`src/rtl/shift_rows_pipe.sv`:
```
// Registered ShiftRows/InvShiftRows stage for Rijndael states of 4, 6 or 8 columns,
// with a valid/ready handshake, a sideband tag and a one-entry skid buffer.
module shift_rows_pipe #(
  parameter int unsigned NB    = 4,
  parameter int unsigned TAG_W = 4
) (
  input  logic               clk,
  input  logic               rst,
  input  logic               in_valid,
  output logic               in_ready,
  input  logic [32*NB-1:0]   in_data,
  input  logic               in_inv,
  input  logic [TAG_W-1:0]   in_tag,
  output logic               out_valid,
  input  logic               out_ready,
  output logic [32*NB-1:0]   out_data,
  output logic [TAG_W-1:0]   out_tag
);

  localparam int unsigned W = 32 * NB;

  if (!(NB == 4 || NB == 6 || NB == 8)) begin : gen_bad_nb
    $error("shift_rows_pipe: NB must be 4, 6 or 8");
  end

  logic [W-1:0] fwd_data;
  logic [W-1:0] inv_data;
  logic [W-1:0] shifted;

  // Byte (r,c) sits at index k = 4*c + r counted from the MSB end.
  for (genvar r = 0; r < 4; r++) begin : g_row
    localparam int unsigned Off = (NB == 8 && r >= 2) ? r + 1 : r;
    for (genvar c = 0; c < NB; c++) begin : g_col
      localparam int unsigned SrcF = (c + Off) % NB;
      localparam int unsigned SrcI = (c + NB - Off) % NB;
      localparam int unsigned Dst  = (4 * NB - 1 - (4 * c + r)) * 8;
      assign fwd_data[Dst +: 8] = in_data[(4 * NB - 1 - (4 * SrcF + r)) * 8 +: 8];
      assign inv_data[Dst +: 8] = in_data[(4 * NB - 1 - (4 * SrcI + r)) * 8 +: 8];
    end
  end

  assign shifted = in_inv ? inv_data : fwd_data;

  logic             out_valid_q, out_valid_d;
  logic [W-1:0]     out_data_q, out_data_d;
  logic [TAG_W-1:0] out_tag_q, out_tag_d;
  logic             skid_valid_q, skid_valid_d;
  logic [W-1:0]     skid_data_q, skid_data_d;
  logic [TAG_W-1:0] skid_tag_q, skid_tag_d;

  logic in_fire;
  logic out_fire;

  assign in_fire  = in_valid && !skid_valid_q;
  assign out_fire = out_valid_q && out_ready;

  always_comb begin
    out_valid_d  = out_valid_q;
    out_data_d   = out_data_q;
    out_tag_d    = out_tag_q;
    skid_valid_d = skid_valid_q;
    skid_data_d  = skid_data_q;
    skid_tag_d   = skid_tag_q;
    if (out_fire && skid_valid_q) begin
      // in_ready is low here, so no new input competes with the skid entry.
      out_data_d   = skid_data_q;
      out_tag_d    = skid_tag_q;
      skid_valid_d = 1'b0;
    end else if (in_fire && (!out_valid_q || out_ready)) begin
      out_valid_d = 1'b1;
      out_data_d  = shifted;
      out_tag_d   = in_tag;
    end else if (in_fire) begin
      skid_valid_d = 1'b1;
      skid_data_d  = shifted;
      skid_tag_d   = in_tag;
    end else if (out_fire) begin
      out_valid_d = 1'b0;
    end
  end

  always_ff @(posedge clk or posedge rst) begin
    if (rst) begin
      out_valid_q  <= 1'b0;
      out_data_q   <= '0;
      out_tag_q    <= '0;
      skid_valid_q <= 1'b0;
      skid_data_q  <= '0;
      skid_tag_q   <= '0;
    end else begin
      out_valid_q  <= out_valid_d;
      out_data_q   <= out_data_d;
      out_tag_q    <= out_tag_d;
      skid_valid_q <= skid_valid_d;
      skid_data_q  <= skid_data_d;
      skid_tag_q   <= skid_tag_d;
    end
  end

  assign in_ready  = !skid_valid_q;
  assign out_valid = out_valid_q;
  assign out_data  = out_data_q;
  assign out_tag   = out_tag_q;

endmodule

```
`config.mk`:
```
export PLATFORM = sky130hd
export DESIGN_NAME = shift_rows_pipe
export DESIGN_NICKNAME = d
export VERILOG_FILES = /design/src/rtl/shift_rows_pipe.sv
export SDC_FILE = /design/constraint.sdc
export NUM_CORES = 1
export LEC_CHECK = 0
export ABC_AREA = 1
export CAP_MARGIN = 20
export CELL_PAD_IN_SITES_DETAIL_PLACEMENT = 0
export CELL_PAD_IN_SITES_GLOBAL_PLACEMENT = 1
export CORE_AREA = 2 2 177 179
export CTS_BUF_LIST = sky130_fd_sc_hd__clkbuf_8
export CTS_CLUSTER_SIZE = 28
export DETAILED_ROUTE_END_ITERATION = 7
export DIE_AREA = 0 0 179 181
export PLACE_DENSITY_LB_ADDON = 0.25
export SLEW_MARGIN = 15
export SYNTH_ARGS = -nofsm -noshare
export SYNTH_HDL_FRONTEND = slang
export SYNTH_SLANG_ARGS = --single-unit
```
`constraint.sdc`:
```
create_clock -name clk -period 23 [get_ports clk]
set_clock_uncertainty 0.05 [all_clocks]
set_input_delay 4.6 -clock clk [delete_from_list [all_inputs] [get_ports clk]]
set_output_delay 4.6 -clock clk [all_outputs]
set_load 0.005 [all_outputs]
```
==> impl_metrics.toml <==
[outcome]
status = "complete, no violations"

[yosys]
ys_ff_latch = 266
synth.area.top_cells = "dfrtp_1, nand2_1, nand3_1"
synth_top_area_share_pct = 53.9
syn-num-nets = 1665
avgSynthCellArea_um2 = 8.08
synth_seq_area_share_pct = 53.9
syn-cell-area_mm2 = 0.0123
yosysWarningCount = 0
netlist_instances = 1528
yosysTopAreaCell = "dfrtp_1"
synth_cell_types = 15

[global_routing]
grt_pass1_wl_um = 62700
grtUsageMet1_pct = 34.1
grt.total_usage_pct = 24.3
antenna_found_initial = 4
overflow = 0
met2_usage_pct = 36.5
grt_pass1_vias = 11000
grt_max_degree = 125
grtUsageMet3_pct = 6.27
grt.busiest_layer = "met2"

[floorplanning]
floorplan.initialDensity_pct = 40.7
core_region_area_mm2 = 0.0303
rows = 64
die_w_um = 179
io_pins = 271
dieHeight_um = 181
die_area_mm2 = 0.0324

[setup_path]
cpLargestDelayFamily = "buffers and inverters"
crit_fanout = 81
critPathMostFrequentCell = "buf_4"
crit_slowest_cell = "buf_4"
max_stage_delay_ns = 0.84
critPathArrivalTime_ns = 8.25
start_kind = "primary input"
cp_data_required_time_ns = 23.43
critical_path_class = "in -> reg"
cp_cell_sequence = "buf_4 > buf_4 > nor2_1 > nor2_4 > buf_4 > buf_4 > nand2_1 > nand3_1"
crit_path_end_kind = "flop"
crit_buf_inv = 4

[final_layout]
final_common_cell = "nand2_1"
area_growth_pct = 29.1
final_net_count = 1869
post-route-util_pct = 52.5
layout-drive-gt1-share_pct = 5.33
layout_common_cells = "nand2_1, clkdlybuf4s50_1, nand3_1"

[place]
place_congestion = 0.834
hpwlAfterDp_um = 23300
port_buffers = 270

[drt]
dr.pass1.iters = 6
drc = 0
via_count = 11300
finalWirelength_um = 39600
antenna_left = 0
wl_per_cell_um = 18.3
viasPerCell = 5.23
drtIter0Drc = 893

[timing]
clock.fmax_ghz = 0.128
timing.slew.headroom_pct = 29.7
hold_violations = 0
setup_viol_count_final = 0
tightest_slew_ns = 1.05
rsz0062_at_grt = "false"
report.final.slew_viol_count = 0
period_needed_ns = 7.83
setup-tns-final_ns = 0
period_share_pct = 34.0

[clock_network]
numCtsBuffers = 47
clockBufferDepth = 3
cts.repair.resized = 0
clk_pin_slew_ns = 0.06
cts_root_buf = "clkbuf_8"
htreeDepth = 2
cts_hold_buf = 0
cts_tree = "built"
post_cts_buffers = 0
clk_latency_ns = 0.56
clkSinkCount = 266

[power_and_ir_drop]
peakVddDrop_mv = 0.0576
p_leak_nw = 7.75
pwr_density_cell_mw_per_mm2 = 124

[worst_hold_path]
hold_class = "reg -> reg"

[job]
cap_violations = 0
report_power, final:
group,switching (mW),internal (mW),total [mW]
combinational,0.362,0.339,0.701
sequential,0.170,0.689,0.859
clock,0.197,0.222,0.419
total,0.729,1.25,1.98
layer usage:
metal	vias to the layer above	wire length, um
li1	5452	-
met1	5442	17300
met2	359	18000
met3	62	3020
met4	4	1170
met5	-	27
Yosys cell counts, drive strengths merged:
master	n
buf	69
nor2	4
o21ai	64
nand3	266
nand2	597
dfrtp	266
clkbuf	60
nand4	132
inv	70
worst register-to-register path: stages (launching register included):
cell	delay, ns
dfrtp_4	0.99
buf_4	0.79
nand2_2	0.25
nor2_4	0.17
buf_4	0.64
buf_4	0.80
nand2_1	0.20
nand2_1	0.11
registers in the layout, indices dropped and copies added (netlist names):
name / count
out_valid: 1
skid_valid_q: 1
out_data: 128
skid_data_q: 128
skid_tag_q: 4
out_tag: 4
through the flow:
step	power (mW)	worst slack [ns]	instance area, um2	instances	hold slack [ns]
6_report	1.98	15.17	15900	2163	0.422
2_1_floorplan	1.19	11.02	12300	1528	0.392
5_1_grt	2.13	14.85	15900	2163	0.431
3_5_place_dp	1.57	14.55	15000	2078	0.409
3_3_place_gp	1.55	14.60	15000	2078	0.403
4_1_cts	2.00	15.11	15900	2160	0.423
logic make-up (layout without fill, tap and decap cells):
logic type / count (synthesis) / after routing / synth area share, %
compound gates: 64 / 64 / 2.60
other cells: 0 / 2 / 0
simple gates: 999 / 999 / 36.0
flops: 266 / 266 / 53.9
buf+inv: 199 / 436 / 7.50
final cells by class:
cell class / instances / area, um2
fill: 2907 / 14400
sequential: 266 / 6660
multi-input combinational: 1063 / 4780
timing repair buffer: 284 / 2820
clock buffer: 53 / 729
tap: 396 / 495
inverter: 70 / 273
clock inverter: 29 / 161
antenna: 2 / 5.00
final timing paths:
path / from / to / slack, ns / depth (start not counted)
max: out_ready / out_data[32]$_DFFE_PP0P_ / 15.17 / 8
min: skid_data_q[52]$_DFFE_PP0P_ / skid_data_q[52]$_DFFE_PP0P_ / 0.42 / 2
max reg2reg: out_valid$_DFFE_PP0P_ / skid_data_q[109]$_DFFE_PP0P_ / 18.94 / 7
min reg2reg: skid_data_q[52]$_DFFE_PP0P_ / skid_data_q[52]$_DFFE_PP0P_ / 0.42 / 2
max in group asynchronous: rst / skid_valid_q$_DFFE_PP0P_ / 16.64 / 3
min in group asynchronous: rst / out_data[105]$_DFFE_PP0P_ / 4.59 / 2
Note: power is estimated with default switching activity, not from simulation.
